**config.mk**
```make
export PLATFORM = sky130hd
export DESIGN_NAME = cdb_arbiter
export DESIGN_NICKNAME = d
export VERILOG_FILES = /design/src/rtl/cdb_arbiter_pkg.sv /design/src/rtl/cdb_arbiter_rr_arbiter.sv /design/src/rtl/cdb_arbiter.sv
export SDC_FILE = /design/constraint.sdc
export NUM_CORES = 1
export LEC_CHECK = 0
export ABC_AREA = 1
export CAP_MARGIN = 20
export CORE_ASPECT_RATIO = 0.6
export CORE_UTILIZATION = 43
export CTS_BUF_LIST = sky130_fd_sc_hd__clkbuf_4
export CTS_CLUSTER_SIZE = 30
export DETAILED_ROUTE_END_ITERATION = 10
export GPL_ROUTABILITY_DRIVEN = 1
export HOLD_SLACK_MARGIN = 0.15
export PLACE_DENSITY_LB_ADDON = 0.12
export SLEW_MARGIN = 30
export SYNTH_ARGS = -nofsm -noshare
export SYNTH_HDL_FRONTEND = slang
export SYNTH_SLANG_ARGS = --single-unit
```
**constraint.sdc**
```tcl
create_clock -name clk -period 6.6 [get_ports clk]
set_input_delay 0.99 -clock clk [delete_from_list [all_inputs] [get_ports clk]]
set_output_delay 0.99 -clock clk [all_outputs]
set_load 0.01 [all_outputs]
```
**src/rtl/cdb_arbiter_pkg.sv**
```systemverilog
// cdb_arbiter_pkg: shared common-data-bus types for the producer and the reservation stations
package cdb_arbiter_pkg;
  typedef enum logic [1:0] {FU_ALU, FU_BRANCH, FU_MUL, FU_LSU} e_functional_unit;
  localparam int NUM_FUNCTIONAL_UNITS = 1 << $bits(e_functional_unit);
  localparam int CDB_DATA_WIDTH = 32;
  typedef struct packed {
    logic en;
    logic [CDB_DATA_WIDTH-1:0] data;
    e_functional_unit rs;
  } cdb_bcast;
endpackage

```
**src/rtl/cdb_arbiter_rr_arbiter.sv**
```systemverilog
// rr_arbiter: one-hot round-robin grant with a rotating priority pointer
module rr_arbiter #(
  parameter int N = 4
) (
  input  logic         clk,
  input  logic         rst,
  input  logic [N-1:0] req,
  input  logic         advance,
  output logic [N-1:0] grant
);
  localparam int PW = N > 1 ? $clog2(N) : 1;
  logic [PW-1:0] ptr_d, ptr_q, idx;
  always_comb begin
    grant = '0;
    ptr_d = ptr_q;
    idx = ptr_q;
    // Scan from the farthest slot back to ptr so the nearest request wins last.
    for (int k = N - 1; k >= 0; k--) begin
      idx = PW'((int'(ptr_q) + k) % N);
      if (advance && req[idx]) begin
        grant = '0;
        grant[idx] = 1'b1;
        ptr_d = (idx == PW'(N - 1)) ? '0 : idx + 1'b1;
      end
    end
  end
  always_ff @(posedge clk) ptr_q <= rst ? '0 : ptr_d;
endmodule

```
**src/rtl/cdb_arbiter.sv**
```systemverilog
// cdb_arbiter: grants one finished station per cycle and broadcasts its result one cycle later
module cdb_arbiter
  import cdb_arbiter_pkg::*;
#(
  parameter int DATA_WIDTH = 32,
  parameter int NUM_RS = 4
) (
  input  logic                                 clk,
  input  logic                                 rst,
  input  logic                                 flush_i,
  input  logic [NUM_RS-1:0]                    ready_i,
  input  logic [NUM_RS-1:0][DATA_WIDTH-1:0]    result_i,
  output logic [NUM_RS-1:0]                    retire_o,
  output logic                                 bcast_en_o,
  output logic [DATA_WIDTH-1:0]                bcast_data_o,
  output e_functional_unit                     bcast_rs_o
);
  localparam int FW = $bits(e_functional_unit);
  if (NUM_RS > NUM_FUNCTIONAL_UNITS || DATA_WIDTH != CDB_DATA_WIDTH) begin : g_bad_cfg
    $error("cdb_arbiter: NUM_RS exceeds tag encodings or DATA_WIDTH differs from bus width");
  end
  logic [NUM_RS-1:0] grant;
  cdb_bcast bcast_d, bcast_q;
  rr_arbiter #(.N(NUM_RS)) u_rr (
    .clk    (clk),
    .rst    (rst),
    .req    (ready_i),
    .advance(!(flush_i || rst)),
    .grant  (grant)
  );
  // Only the granted lane is selected, so undriven results on idle stations never propagate.
  always_comb begin
    bcast_d = '{en: 1'b0, data: bcast_q.data, rs: bcast_q.rs};
    for (int i = 0; i < NUM_RS; i++)
      if (grant[i]) bcast_d = '{en: 1'b1, data: result_i[i], rs: e_functional_unit'(FW'(i))};
  end
  always_ff @(posedge clk) bcast_q <= rst ? '{en: 1'b0, data: '0, rs: FU_ALU} : bcast_d;
  assign retire_o = grant;
  assign bcast_en_o = bcast_q.en;
  assign bcast_data_o = bcast_q.data;
  assign bcast_rs_o = bcast_q.rs;
  a_onehot: assert property (@(posedge clk) $onehot0(retire_o));
  a_ready: assert property (@(posedge clk) (retire_o & ~ready_i) == '0);
endmodule
```
## Yosys cells after proc, flatten, opt, wreduce, memory -nomap -nowiden

Cells that the tools add are included.

- Add/sub/neg operators: 7
- Multiply operators: 0
- Divide/modulo/power cells: 0
- Magnitude comparators: 8
- Equal/unequal tests: 4
- Shift operators: 0
- Muxes and demuxes: 32
- Bitwise operators: 0
- Reduce and logical (&&, ||, !) cells: 12

Operators by type and width:

| operator | number |
|---|---|
| 35-bit 2-to-1 mux | 4 |
| 2-bit 2-to-1 mux | 8 |
| 4-bit 2-to-1 mux | 4 |
| 2-bit by 3-bit less-than comparator with 1-bit output (second input constant) | 4 |
| 2-bit by 1-bit adder with 2-bit output (second input constant) | 5 |
| 1-bit binary-select mux with 2-bit select | 4 |
| 1-bit demux with 2-bit select | 4 |
| 2-bit equality test (second input constant) | 4 |
| 2-bit by 1-bit >= comparator with 1-bit output (second input constant) | 4 |
| 1-bit logical AND | 8 |
| 1-bit 2-to-1 mux | 8 |
| 4-bit nonzero test | 2 |
| 2-bit adder (second input constant) | 2 |
| 1-bit zero test | 1 |
| 1-bit logical OR | 1 |

- Register bits after elaboration: 37
- Bits in latches: 0
- Bits in writable memories: 0
- Memory bits (read-only): 0
- Bits of input ports: 135
- Logic and storage cells: 67
- Memories kept: 0

## Longest topological paths before layout

Gate-level depths: netlist of the first run.

- Word-level depth: 13
- Mapped depth: 16
- Mapped depth without buffers: 15

## Hierarchy

From an unflattened synthesis of the first run, not the netlist that was laid out.

- Cell total of the unflattened synthesis: 520
- Area, all modules: 3090.5 sq um

By module, submodules not included:

| module | instances | cells an instance | area each (sq um) | sequential area each (sq um) |
|---|---|---|---|---|
| cdb_arbiter | 1 | 432 | 2489.9 | 700.7 |
| rr_arbiter | 1 | 88 | 600.6 | 40.0 |

## Worst setup path before layout of the first run

Ideal clock, no wire load.

- Path kind: input to output
- Start point: in rst
- End point: out retire_o[3]
- Arrival: 2.172 ns
- Required time: 5.610 ns
- Slack: 3.438 ns
- Stages on the path: 9
- Path buffers: 2
- Cells stage by stage: nor2_2 > nand3_2 > nand2_1 > inv_2 > nand2_1 > nand3_2 > nor2_2 > buf_4 > buf_4

- Word-level cells in the longest chain between the ends: 7

RTL lines:

| what | RTL line | RTL |
|---|---|---|
| start, declared | cdb_arbiter.sv:9 | `input logic rst,` |
| 1-bit logical OR * | cdb_arbiter.sv:28 | `.advance(!(flush_i \|\| rst)),` |
| 1-bit zero test * | cdb_arbiter.sv:28 |  |
| 1-bit logical AND | cdb_arbiter_rr_arbiter.sv:20 | `if (advance && req[idx]) begin` |
| 4-bit 2-to-1 mux (3 in series) | cdb_arbiter_rr_arbiter.sv:20 |  |
| 4-bit 2-to-1 mux * | cdb_arbiter_rr_arbiter.sv:20 |  |
| end, declared | cdb_arbiter.sv:13 | `output logic [NUM_RS-1:0] retire_o,` |

Every way passes the cells marked *; elsewhere a longest branch is shown, timed or not.

## Final worst setup path of the first run

- Start point: in rst
- End point: out retire_o[2]

Same word-level chain as after synthesis.

==> results of run 1 <==
## metal layers
metal / up-vias / share of wire, %
met3: 15 / 10
met2: 199 / 46
li1: 2004 / -
met4: 0 / 1.1
met1: 1763 / 43
met5: - / 0
## layout make-up
class	count	share of cell area, %
inverter	22	1.73
clock inverter	3	0.969
tap	87	2.28
multi-input combinational	438	42.0
clock buffer	5	0.785
sequential	37	15.5
timing repair buffer	176	36.7
## critical path: stages
cell and delay [ns]:
clkdlybuf4s50_1 0.50, nor2_2 0.31, nand2_1 0.09, nor2_1 0.21
nand3_1 0.12, nand3_1 0.16, nand2_1 0.09, nand2_2 0.58
clkdlybuf4s50_1 0.68
## flip-flops by register name, indices dropped and copies added, names as in the netlist
name / count
bcast_data_o: 32
bcast_en_o: 1
bcast_rs_o: 2
u_rr.ptr_q: 2
## worst min path at each step
stage | start | end | slack [ns]
final | bcast_rs_o[0] | bcast_rs_o[0] | 0.51
after CTS | bcast_rs_o[0] | bcast_rs_o[0] | 0.50
after detailed placement | bcast_rs_o[0] | bcast_rs_o[0] | 0.48
after global placement | bcast_rs_o[0] | bcast_rs_o[0] | 0.48
after global routing | bcast_rs_o[0] | bcast_rs_o[0] | 0.53
after floorplan | bcast_rs_o[0] | bcast_rs_o[0] | 0.49
## power by group
| part | internal (mW) | switching [mW] |
|---|---|---|
| sequential | 0.311 | 0.0599 |
| combinational | 0.539 | 0.938 |
| clock | 0.0803 | 0.0851 |
| total | 0.931 | 1.08 |
## through the flow
stage / cells / hold slack (ns) / util, %
6_report: 768 / 0.515 / 71.3
5_1_grt: 768 / 0.528 / 71.3
4_1_cts: 768 / 0.500 / 71.2
3_5_place_dp: 760 / 0.483 / 70.0
3_3_place_gp: 760 / 0.478 / 70.0
2_1_floorplan: 531 / 0.495 / -
## cells in the final DEF (no fill, tap or decap), drive strengths merged
cell,n
nand2,186
clkdlybuf4s50,173
nand3,83
nor2,82
a21oi,42
dfxtp,37
o21ai,35
inv,22
ha,8
clkbuf,5
buf,3
nand3b,1
xor2,1
bufinv,1
clkinv,1
clkinvlp,1
## cells by family after synthesis
kind of cell             after synthesis  share of synthesized area [%]
adder cells (fa/ha/maj)                8                           3.34
XOR/XNOR                               1                          0.293
AO/OA/AOI/OAI                         77                           13.3
buffers and inverters                 56                           8.70
flip-flops                            37                           24.7
AND/OR/NAND/NOR                      352                           49.7
==> results.yml, run 1 <==
synth:
  synth_top_cell_area_share_pct: 24.7
  yosys_warnings: 0
  ys_seq_area_share_pct: 24.7
  synth_common_cells: "nand2_1, nand3_1, nor2_1"
  syn_area_um2: 2990
  synth.distinct_cells: 22
  synthesis.instances: 531
  avgSynthCellArea_um2: 5.64
  synth_flop_cell: "dfxtp_1"
  synth_edf_count: 0
  synth_most_common_cell: "nand2_1"
  synth_nets: 674
  async_flop_share_pct: 0
  synthTopCellsByArea: "dfxtp_1, nand2_1, nand3_1"
  synth_top_area_cell: "dfxtp_1"
  synth-seq-cells: 37
floorplanning:
  die_w_um: 110
  core_area_um2: 6710
  num_rows: 23
  dieArea_um2: 7310
  ioPinCount: 174
  start_util_pct: 44.6
  die_h_um: 66.6
worst_setup_path:
  worst_setup_path_start_kind: "primary input"
  startpoint: "rst"
  crit_type: "primary input to output port"
  worst-r2r-setup-slack_ns: 2.84
  r2r_start: "u_rr.ptr_q[0]"
  r2r-end: "bcast_data_o[1]"
  critPathMaxFanout: 34
  endpoint: "retire_o[2]"
  cp-end-kind: "output port"
  crit_arrival_ns: 3.74
  r2r_cells: 15
  cp.required_ns: 5.61
clock_network:
  clk_path_buf_depth: 2
  tritoncts: "done"
  cts_max_level: 2
  clk_pin_slew_worst_paths_ns: 0.11
  hold_buffers: 0
  cts_sinks: 37
  cts_buffers: 5
  ctsResizeCount: 0
  postCtsSetupRepairBufs: 0
  insertion_delay_ns: 0.35
  cts_root_buf: "clkbuf_4"
worst_hold_path:
  worstHoldPathType: "register to register"
  holdPathStages: 2
timing:
  finalSetupTns_ns: 0
  layout_setup_ws_ns: 1.87
  worst_clock_skew_ns: 0.0255
  fmax_mhz: 211
  setup_viol_count_final: 0
  slew_headroom_pct: 36.3
  rsz0062_at_grt: "false"
  tightestPinTransition_ns: 0.953
  hold_viol_final: 0
  report.final.slew_viol_count: 0
  period_minus_slack_ns: 4.73
  fin_crit_sh_pct: 71.7
place:
  gp_congestion: 0.928
  dp_hpwl_um: 7830
  io_buffer_count: 173
  dp_slack_ns: 1.92
  post_dp_cell_area_um2: 4690
global_routing:
  grt-ovfl-total: 0
  grtUsageMet3_pct: 7.73
  grt_pass1_wl_um: 17400
  grtUsageMet1_pct: 38.9
  grt_max_degree: 63
  antenna_found_initial: 0
  track_usage_pct: 30.6
  grt_use_met2_pct: 52.2
  top_usage_layer: "met2"
  grt_pass1_vias: 3724
routing:
  vias: 3981
  drt-pass1-iter-count: 5
  vias_per_cell: 5.18
  drc: 0
  detail-route-antenna-nets: 0
  drt_wl_total_um: 11200
  first_iter_violations: 300
  post_drt_wl_per_cell_um: 14.6
final_layout:
  n_fill_cell: 572
  multi_input_area_um2: 2010
  regArea_um2: 741
  drive_gt1_share_pct: 5.14
  area_delta_synth_final_pct: 59.7
  final_area_um2: 4780
  insertedDiodeCount: 0
  final_nets: 823
power_and_ir_drop:
  finalPower_mw: 2.01
  power.leakage_nw: 2.09
  p_per_area_nw_per_um2: 421
  ir_drop_uv: 319
run_status:
  outcome: "completed"
run:
  drv_cap: 0
(Power assumes the default switching activity.)
==> inputs of run 2 (changes only) <==
--- a/config.mk
+++ b/config.mk
@@ -8,7 +8,7 @@
 export ABC_AREA = 1
 export CAP_MARGIN = 20
 export CORE_ASPECT_RATIO = 0.6
-export CORE_UTILIZATION = 43
+export CORE_UTILIZATION = 36
 export CTS_BUF_LIST = sky130_fd_sc_hd__clkbuf_4
 export CTS_CLUSTER_SIZE = 30
 export DETAILED_ROUTE_END_ITERATION = 10
==> constraint.sdc (replaced) <==
create_clock -name clk -period 4.12 [get_ports clk]
set_input_delay 0.618 -clock clk [delete_from_list [all_inputs] [get_ports clk]]
set_output_delay 0.618 -clock clk [all_outputs]
set_load 0.01 [all_outputs]
==> run 2 against run 1 <==
Sequential power is 61% higher. Global-route usage shrank 4.0 points. Highest routed layer unchanged. Flip-flop and latch count is the same.
==> results.yml, run 2 (synthesis gave the netlist of run 1 again) <==
floorplanning:
  num_rows: 25
  core_area_um2: 7980
  die_h_um: 72.6
  start_util_pct: 37.5
  ioPinCount: 174
  dieArea_um2: 8690
  die_w_um: 120
global_routing:
  grt_max_degree: 63
  antenna_found_initial: 0
  track_usage_pct: 26.6
  grt-ovfl-total: 0
  grt_pass1_vias: 3796
  grt_pass1_wl_um: 18300
power_and_ir_drop:
  internal-power_mw: 1.47
  ir_drop_uv: 334
  p_per_area_nw_per_um2: 663
  p_sw_share_pct: 54.0
  p_comb_share_pct: 75.3
  power_frac_clock_pct: 6.0
  finalPower_mw: 3.19
  power_switching_mw: 1.72
  seq_power_share_pct: 18.7
  power.leakage_nw: 2.11
routing:
  detail-route-antenna-nets: 0
  post_drt_wl_per_cell_um: 14.7
  vias: 4004
  drt_wl_total_um: 11600
  vias_per_cell: 5.05
  drc: 0
  drt-pass1-iter-count: 4
  first_iter_violations: 296
timing:
  hold_viol_final: 0
  rsz0062_at_grt: "false"
  report.final.slew_viol_count: 0
  fmax_mhz: 263
  worst_clock_skew_ns: 0.00564
  setup_viol_count_final: 0
  layout_setup_ws_ns: 0.314
  tightestPinTransition_ns: 0.835
  finalSetupTns_ns: 0
  fin_crit_sh_pct: 92.4
  slew_headroom_pct: 44.2
  period_minus_slack_ns: 3.81
worst_setup_path:
  worst-r2r-setup-slack_ns: 0.72
  r2r_start: "u_rr.ptr_q[0]"
  r2r-end: "bcast_data_o[14]"
  r2r_cells: 16
  cp-end-kind: "output port"
  crit_type: "register to output port"
  worst_setup_path_start_kind: "register"
  cp.required_ns: 3.50
  crit_arrival_ns: 3.19
  critPathMaxFanout: 13
clock_network:
  clk_path_buf_depth: 2
  ctsResizeCount: 0
  insertion_delay_ns: 0.33
  cts_root_buf: "clkbuf_4"
  postCtsSetupRepairBufs: 0
  cts_max_level: 2
  clk_pin_slew_worst_paths_ns: 0.11
  hold_buffers: 0
  cts_buffers: 5
  cts_sinks: 37
  tritoncts: "done"
worst_hold_path:
  hold_path.startpoint: "bcast_rs_o[0]"
  whs_endpoint: "bcast_rs_o[0]"
  worstHoldPathType: "register to register"
  holdPathStages: 2
place:
  io_buffer_count: 173
  dp_hpwl_um: 8550
  gp_congestion: 0.931
  dp_slack_ns: 0.528
run_status:
  outcome: "completed"
final_layout:
  final_cell_mix: "nand2_1, clkdlybuf4s50_1, nand3_1"
  final_core_util_pct: 60.3
  final_common_cell: "nand2_1"
  final_nets: 828
  n_fill_cell: 777
  largest_reg_flops: 32
  insertedDiodeCount: 0
  area_delta_synth_final_pct: 60.7
  drive_gt1_share_pct: 5.26
run:
  drv_cap: 0
## run 2: critical path, cell delays in order (launching register included)
cell and delay [ns]:
dfxtp_1 0.59, inv_2 0.17, ha_1 0.39, inv_1 0.07, nand3_1 0.13, inv_2 0.04, nor2_1 0.17, nand3_1 0.09
nand3_1 0.15, nand2_1 0.10, nand2_2 0.27, clkdlybuf4s50_1 0.67
## run 2: worst max-delay path by stage
stage	cells past startpoint	end	from
3_3_place_gp	9	retire_o[1]	rst
2_1_floorplan	12	retire_o[3]	u_rr.ptr_q[0]
4_1_cts	11	retire_o[1]	u_rr.ptr_q[0]
3_5_place_dp	7	retire_o[1]	rst
6_report	11	retire_o[2]	u_rr.ptr_q[0]
5_1_grt	11	retire_o[2]	u_rr.ptr_q[0]
## run 2: power by group through the flow
stage	combinational, mW	sequential, mW	clock, mW
5_1_grt	2.69	0.611	0.206
2_1_floorplan	1.58	0.633	0
4_1_cts	2.40	0.595	0.194
3_3_place_gp	2.34	0.601	0
3_5_place_dp	2.39	0.600	0
6_report	2.40	0.596	0.191
## run 2: stage by stage
step	instance area [um2]	cells	hold slack (ns)
after global placement	4760	786	0.501
after detailed placement	4760	786	0.505
final	4810	793	0.523
after CTS	4810	793	0.531
after global routing	4810	793	0.555
after floorplan	2990	531	0.495
## run 2: layout make-up
type | count | area, um2 | area share, %
well taps | 108 | 135 | 2.81
multi-input cells | 438 | 2010 | 41.8
clock buffers | 6 | 45.0 | 0.936
flip-flops and latches | 37 | 741 | 15.4
repair buffers | 181 | 1790 | 37.2
clock inverters | 1 | 3.75 | 0.0780
inverters | 22 | 82.6 | 1.72
## run 2: routing by layer
layer | wire length, um | track usage, % | vias to the layer above | part of all wire [%]
li1 | - | - | 2018 | -
met1 | 5480 | 36.3 | 1777 | 47
met2 | 4970 | 43.0 | 191 | 43
met3 | 1010 | 5.63 | 18 | 8.7
met4 | 165 | 6.81 | 0 | 1.4
met5 | 0 | 0 | - | 0
